### src/rtl/temp_window_ctrl.sv
// Window sequencer for the 14-deep temperature register file: paces ADC
// conversions from a tick divider and loads exactly N samples per window.
module temp_window_ctrl #(
    parameter int DIV_W   = 16,
    parameter int TIMEOUT = 255
) (
    input  logic             CLK,
    input  logic             RESET,
    input  logic             ENABLE,
    input  logic [3:0]       N,
    input  logic [DIV_W-1:0] DIV,
    output logic             ADC_START,
    input  logic             ADC_DONE,
    input  logic [11:0]      ADC_DATA,
    output logic             RF_CLEAR,
    output logic             SAMPLE,
    output logic [11:0]      TN,
    output logic [3:0]       FILL,
    output logic             WINDOW_VALID,
    input  logic             ACK,
    output logic             OVERRUN,
    output logic             ADC_ERR
);

    localparam int TO_W = (TIMEOUT < 2) ? 1 : $clog2(TIMEOUT);
    localparam logic [TO_W-1:0] TO_LAST = TO_W'(TIMEOUT - 1);

    typedef enum logic [2:0] {
        S_IDLE,
        S_FLUSH,
        S_WAIT_TICK,
        S_CONVERT,
        S_LOAD,
        S_READY
    } state_t;

    function automatic logic [3:0] clamp_n(input logic [3:0] n);
        return (n == 4'd0 || n > 4'd14) ? 4'd14 : n;
    endfunction

    function automatic logic [DIV_W-1:0] clamp_div(input logic [DIV_W-1:0] d);
        return (d == '0) ? DIV_W'(1) : d;
    endfunction

    state_t           state;
    logic [DIV_W-1:0] div_cnt;
    logic [DIV_W-1:0] div_last;
    logic             tick;
    logic [TO_W-1:0]  to_cnt;
    logic [3:0]       n_q;

    // ">=" keeps the divider sane if DIV is lowered while the counter is above it
    assign div_last = clamp_div(DIV) - DIV_W'(1);
    assign tick     = (div_cnt >= div_last);

    always_ff @(posedge CLK) begin
        if (RESET) begin
            state        <= S_IDLE;
            div_cnt      <= '0;
            to_cnt       <= '0;
            n_q          <= 4'd14;
            ADC_START    <= 1'b0;
            SAMPLE       <= 1'b0;
            RF_CLEAR     <= 1'b0;
            TN           <= '0;
            FILL         <= '0;
            WINDOW_VALID <= 1'b0;
            OVERRUN      <= 1'b0;
            ADC_ERR      <= 1'b0;
        end else begin
            ADC_START <= 1'b0;
            SAMPLE    <= 1'b0;
            RF_CLEAR  <= 1'b0;
            div_cnt   <= tick ? '0 : div_cnt + DIV_W'(1);

            if (!ENABLE) begin
                // abort: a partial window must never be summed, so clear the file
                state        <= S_IDLE;
                RF_CLEAR     <= (state != S_IDLE);
                div_cnt      <= '0;
                to_cnt       <= '0;
                FILL         <= '0;
                WINDOW_VALID <= 1'b0;
                OVERRUN      <= 1'b0;
                ADC_ERR      <= 1'b0;
            end else begin
                if (tick && (state == S_CONVERT || state == S_LOAD || state == S_READY))
                    OVERRUN <= 1'b1;

                case (state)
                    S_IDLE: begin
                        div_cnt  <= '0;
                        state    <= S_FLUSH;
                        RF_CLEAR <= 1'b1;
                        FILL     <= '0;
                    end
                    S_FLUSH: begin
                        div_cnt <= '0;
                        n_q     <= clamp_n(N);
                        state   <= S_WAIT_TICK;
                    end
                    S_WAIT_TICK: begin
                        if (tick) begin
                            state     <= S_CONVERT;
                            ADC_START <= 1'b1;
                            to_cnt    <= '0;
                        end
                    end
                    S_CONVERT: begin
                        // a done strobe on the last allowed cycle still counts
                        if (ADC_DONE) begin
                            TN     <= ADC_DATA;
                            SAMPLE <= 1'b1;
                            state  <= S_LOAD;
                        end else if (to_cnt == TO_LAST) begin
                            ADC_ERR <= 1'b1;
                            state   <= S_WAIT_TICK;
                        end else begin
                            to_cnt <= to_cnt + TO_W'(1);
                        end
                    end
                    S_LOAD: begin
                        FILL <= FILL + 4'd1;
                        if ((FILL + 4'd1) == n_q) begin
                            state        <= S_READY;
                            WINDOW_VALID <= 1'b1;
                        end else begin
                            state <= S_WAIT_TICK;
                        end
                    end
                    S_READY: begin
                        if (ACK) begin
                            state        <= S_FLUSH;
                            WINDOW_VALID <= 1'b0;
                            RF_CLEAR     <= 1'b1;
                            FILL         <= '0;
                        end
                    end
                    default: state <= S_IDLE;
                endcase
            end
        end
    end

endmodule

### config.mk
export PLATFORM = sky130hd
export DESIGN_NAME = temp_window_ctrl
export DESIGN_NICKNAME = d
export VERILOG_FILES = /design/src/rtl/temp_window_ctrl.sv
export SDC_FILE = /design/constraint.sdc
export NUM_CORES = 1
export LEC_CHECK = 0
export BUFFER_PORTS_ARGS = -buffer_cell sky130_fd_sc_hd__buf_4
export CORE_UTILIZATION = 49
export CTS_CLUSTER_DIAMETER = 50
export DETAILED_ROUTE_END_ITERATION = 10
export MAX_ROUTING_LAYER = met4
export PLACE_DENSITY_LB_ADDON = 0.08
export SYNTH_ARGS = -nofsm -noshare
export SYNTH_HDL_FRONTEND = slang
export SYNTH_SLANG_ARGS = --single-unit
export TNS_END_PERCENT = 50
### constraint.sdc
create_clock -name CLK -period 5.1 [get_ports CLK]
set_input_delay 0.255 -clock CLK [delete_from_list [all_inputs] [get_ports CLK]]
set_output_delay 0.255 -clock CLK [all_outputs]
set_load 0.05 [all_outputs]
* After elaboration in Yosys (flattened, before gate mapping)
Cells that the tools add are included.
** Word-level totals
- Output and inout bits :: 22
- Register bits :: 53
- Logic and storage cells :: 79
- Bits of input ports :: 37
** Operators by class
- Bitwise logic cells :: 4
- Add/sub/neg operators :: 4
- Order comparisons :: 2
- Equal/unequal tests :: 13
- Reduce and logical (&&, ||, !) cells :: 22
- Multiplexer cells :: 22
** Operators by type and width (count)
- 8-bit two-way mux :: 3
- 3-bit case mux with 6 select lines :: 1
- 16-bit by 1-bit adder with 16-bit output, second input constant :: 1
- 16-bit greater-or-equal comparator :: 1
- 16-bit logical NOT :: 1
- 16-bit two-way mux :: 1
- 8-bit case mux with 2 select lines :: 1
- 16-bit by 1-bit subtractor with 16-bit output, second input constant :: 1
- 3-bit two-way mux :: 5
- 4-bit case mux with 3 select lines :: 1
- 3-bit AND reduction :: 4
- 8-bit by 1-bit adder with 8-bit output, second input constant :: 1
- 8-bit == test, second input constant :: 1
- 4-bit two-way mux :: 2
- 2-bit != test, second input constant :: 4
- 3-bit by 2-bit == test with 1-bit output, second input constant :: 2
- 3-bit == test, second input constant :: 2
- 1-bit two-way mux :: 6
- 3-bit nonzero test :: 2
- 3-bit OR reduction :: 2
- 5-bit OR reduction :: 1
- 4-bit by 1-bit adder with 4-bit output, second input constant :: 1
- 4-bit == test :: 1
- 4-bit > comparator, second input constant :: 1
- 13 further kinds :: 21

* Depth between registers and ports, before layout
- Depth in word-level cells :: 6
- Gate-level depth with buffers :: 16
- Mapped depth without buffers :: 15

* Worst setup path before layout
OpenSTA, ideal clock, no wires.
- Path type :: input port to flip-flop
- Start :: input port DIV[11]
- End :: register to_cnt[0]
- Data required time :: 4.984 ns
- Data arrival time :: 2.970 ns
- Path buffers :: 1
- Setup time :: 0.116 ns
- Cell stages on the path :: 16
- Slack :: 2.014 ns
- Cell sequence :: nor4_1 > nand4_1 > nor3b_1 > nor2_1 > ha_1 > nand2_1 > or4_4 > nor4_2 > xnor2_1 > ha_1 > nand4_2 > nor3_4 > o311ai_4 > and3_1 > buf_6 > a41o_1
** Between the ends
- Longest elaborated chain between the ends :: 6
** Ends and longest elaborated chain
- start, declared :: RTL line 11 : input logic [DIV_W-1:0] DIV,
- 16-bit logical NOT :: RTL line 42 : return (d == '0) ? DIV_W'(1) : d;
- 16-bit two-way mux * :: RTL line 42
- 16-bit by 1-bit subtractor with 16-bit output * :: RTL line 53 : assign div_last = clamp_div(DIV) - DIV_W'(1);
- 16-bit greater-or-equal comparator * :: RTL line 54 : assign tick = (div_cnt >= div_last);
- 2-bit != test (no line) *
- 4-bit AND reduction (no line) *
- end signal, assigned :: RTL line 119 : to_cnt <= to_cnt + TO_W'(1);
- end, declared :: RTL line 49 : logic [TO_W-1:0] to_cnt;
Every way passes the cells marked *; elsewhere a longest branch is shown, timed or not.
A chain may end at the register's enable or synchronous reset.

* Final worst setup path
- Start :: input port DIV[11]
- End :: register to_cnt[2]
Same word-level chain as after synthesis.

==> flow_summary_export.csv <==
group,metric,value,unit
status,run_status,"complete, no violations",
min_path,hold_class,"in -> reg",
global_routing,grt_antenna_before_repair,0,
placed_design,dp_worst_setup_slack,1380,ps
cells_and_area,top_library_cells_by_usage_in_the_layout_fill_and_taps_aside,"58 x buf_4, 56 x nor2_1, 55 x nand2_1",
floorplanning,initial_core_util,50.6,%
sta,tightest_slew,775,ps
global_routing,grt_pass1_wl,12200,µm
sta,setup_total_negative_slack,0,ps
detailed_routing,drt.antenna.violating_nets,0,
synth,register_bit_total_from_synthesis,53,
worst_setup_path,crit_path_max_incr_delay,470,ps
min_path,hold_path_depth,2,
synth,synth_flop_cell,"dfxtp_1",
cells_and_area,instances_no_fill,521,
sta,setup_repair_after_global_routing_missed_its_margin,"false",
floorplanning,placementRows,29,
synth,netlist_instances,398,
worst_setup_path,required,5360,ps
worst_setup_path,path_max_fanout,8,
cells_and_area,postLayoutCellArea,0.00374,mm²
worst_setup_path,cp_slowest_cell,"and3_1",
power,power-per-cell-area,201,mW/mm²
placed_design,estimated_wirelength_of_the_detail_placed_design,5130,µm
detailed_routing,routed_wirelength,7000,µm
synth,post_synth_instance_area,0.00322,mm²
worst_setup_path,worstSetupEndpointType,"flop",
global_routing,grt_max_degree,21,
detailed_routing,via_count,2898,
cells_and_area,num_antenna_cells,0,
synth,synth_warnings,0,
clock_network,postCtsResizedCells,0,
worst_setup_path,reg_to_reg_critical_path_startpoint,"state[0]",
synth,yosysSeqAreaShare,33.0,%
clock_network,postCtsHoldBufs,0,
global_routing,number_of_global_route_vias_before_repair,2714,
worst_setup_path,cp_data_arrival_time,3630,ps
floorplanning,top_level_ports,59,
clock_network,clkLatencyLatePin,310,ps
power,p_leak,1.46,nW
sta,slew_violations,0,
placed_design,weighted_congestion_at_the_end_of_routability_driven_global_placement,0.791,
floorplanning,core_area,0.00635,mm²
worst_setup_path,crit_end,"to_cnt[2]",
sta,finalHoldViolCount,0,
clock_network,clockRootBuffer,"clkbuf_8",
synth,fraction_of_registers_with_async_set_reset,0,%
flow_run,max_cap_violations,0,
worst_setup_path,reg2reg_depth,4,
cells_and_area,layout_cells_sized_above_1,18.0,%
floorplanning,die_height,83.0,µm
clock_network,ctsHtreeMaxLevel,2,
detailed_routing,drt-wirelength-per-cell,13.4,µm
clock_network,clock_transition_time_at_the_flip_flop_clock_pins_of_the_worst_setup_and_hold_paths,100,ps
sta,finalHoldWorstSlack,172,ps
worst_setup_path,crit_path_cell_trace,"buf_4, nor4_1, nand4_1, nor3b_1, nor2_1, ha_1, nand2_1, or4_4, nor2_1, xnor2_1, ha_1, nand4_2, inv_1, a22oi_1, and3_1, a41o_1",
cells_and_area,final_nets,501,
placed_design,port_buffers,58,
cells_and_area,p_r_area_growth_vs_syn,16.3,%
worst_setup_path,critical_path_class,"in -> reg",
placed_design,placement.cell_area,0.00365,mm²
detailed_routing,drc,0,
clock_network,post-cts-setup-buffer-count,0,
sta,maxClockFrequency,297,MHz
floorplanning,fp.dieW,83.0,µm
power,ir_worst_vdd,0.138,mV
detailed_routing,pre_repair_dr_iteration_count,5,
global_routing,globalRoute.totalOverflow,0,
clock_network,cts_sinks,53,
placed_design,placed_cells_incl_taps,513,
worst_setup_path,rrSetupSlack,2660,ps
worst_setup_path,critPathLaunchType,"primary input",
sta,period_share,66.0,%
detailed_routing,viasPerCell,5.56,
clock_network,numCtsBuffers,5,
sta,post-route-worst-setup-slack,1730,ps
synth,yosys.cell_types.count,56,
synth,post_synth.cell_area_avg,8.08,µm²
detailed_routing,dr.first_iter.drc_count,143,
worst_setup_path,worstReg2RegEnd,"TN[5]",
sta,final.min_clock_period,3370,ps
cells_and_area,final_common_cell,"buf_4",
sta,finalSetupViolCount,0,
synth,synth_nets,456,
floorplanning,design.die.area,0.00689,mm²
clock_network,clock_tree.buffer_depth,2,
global_routing,globalRouteTotalUtil,21.9,%
sta,clock-skew-final,8.08,ps
worst_setup_path,setup.worst_path.start,"DIV[11]",
clock_network,cts_tree,"built",
synth,synth_enable_flop_cells,0,
sta,max_slew_margin,48.1,%
stage by stage:
stage,power (mW),utilization (%)
2_1_floorplan,0.477,-
3_3_place_gp,0.515,57.5
3_5_place_dp,0.516,57.5
4_1_cts,0.761,58.9
5_1_grt,0.786,58.9
6_report,0.752,58.9
power breakdown:
part | leakage [nW] | internal (mW) | total [mW] | switching, mW
Sequential | 0.428 | 0.416 | 0.421 | 0.00447
Combinational | 0.990 | 0.0386 | 0.0854 | 0.0468
Clock | 0.0445 | 0.0978 | 0.245 | 0.148
Total | 1.46 | 0.553 | 0.752 | 0.199
state kept, by name, summed over array words and instances (netlist names):
register,cells
FILL,4
to_cnt,8
SAMPLE,1
TN,12
WINDOW_VALID,1
n_q,4
RF_CLEAR,1
div_cnt,16
ADC_ERR,1
OVERRUN,1
ADC_START,1
state,3
logic make-up (layout without fill, tap and decap cells):
| kind of cell | after synthesis | after routing | synth area share (%) |
|---|---|---|---|
| buf+inv | 29 | 75 | 4.09 |
| xor+xnor | 32 | 32 | 8.72 |
| simple gates | 180 | 180 | 27.4 |
| compound gates | 77 | 77 | 16.7 |
| flops | 53 | 53 | 33.0 |
| fa+ha+maj | 21 | 21 | 8.17 |
| mux | 6 | 6 | 2.02 |
synth_stat cells (7+ instances only):
cell / instances / area [µm²]
xor2_1: 13 / 114
nor2_1: 56 / 210
nor3_1: 8 / 40.0
and3_1: 8 / 50.1
xnor2_1: 19 / 166
ha_1: 21 / 263
nand2_1: 55 / 206
inv_1: 8 / 30.0
dfxtp_1: 53 / 1060
nand2b_1: 7 / 43.8
nand3_1: 14 / 70.1
o21ai_0: 10 / 50.1
a21oi_1: 28 / 140
clkbuf_1: 10 / 37.5
critical path: cells and delay by family:
family / cells / cell delay (ps)
fa+ha+maj: 2 / 510
simple gates: 9 / 1900
compound gates: 2 / 640
xor+xnor: 1 / 120
buf+inv: 2 / 180
layout make-up:
| class | instances | area [µm²] |
|---|---|---|
| clock buffer | 5 | 68.8 |
| clock inverter | 3 | 21.3 |
| fill | 603 | 2610 |
| inverter | 9 | 33.8 |
| multi-input combinational | 316 | 2020 |
| sequential | 53 | 1060 |
| tap | 77 | 96.3 |
| timing repair buffer | 58 | 435 |
worst min path at each step:
| stage | to | slack (ps) | from |
|---|---|---|---|
| 5_1_grt | TN[3] | 170 | ADC_DATA[3] |
| 4_1_cts | WINDOW_VALID | 160 | ACK |
| 6_report | WINDOW_VALID | 170 | ACK |
| 3_5_place_dp | TN[7] | 450 | TN[7] |
| 3_3_place_gp | TN[6] | 440 | TN[6] |
| 2_1_floorplan | WINDOW_VALID | 370 | ACK |
metal layers:
layer,GRT usage (%),vias to the layer above,wire length (µm)
met3,4.17,4,385
met1,28.4,1323,3340
met4,6.11,0,55
met2,34.9,74,3220
met5,-,-,0
li1,-,1497,-
No activity file was read; power rests on OpenSTA's default activity.
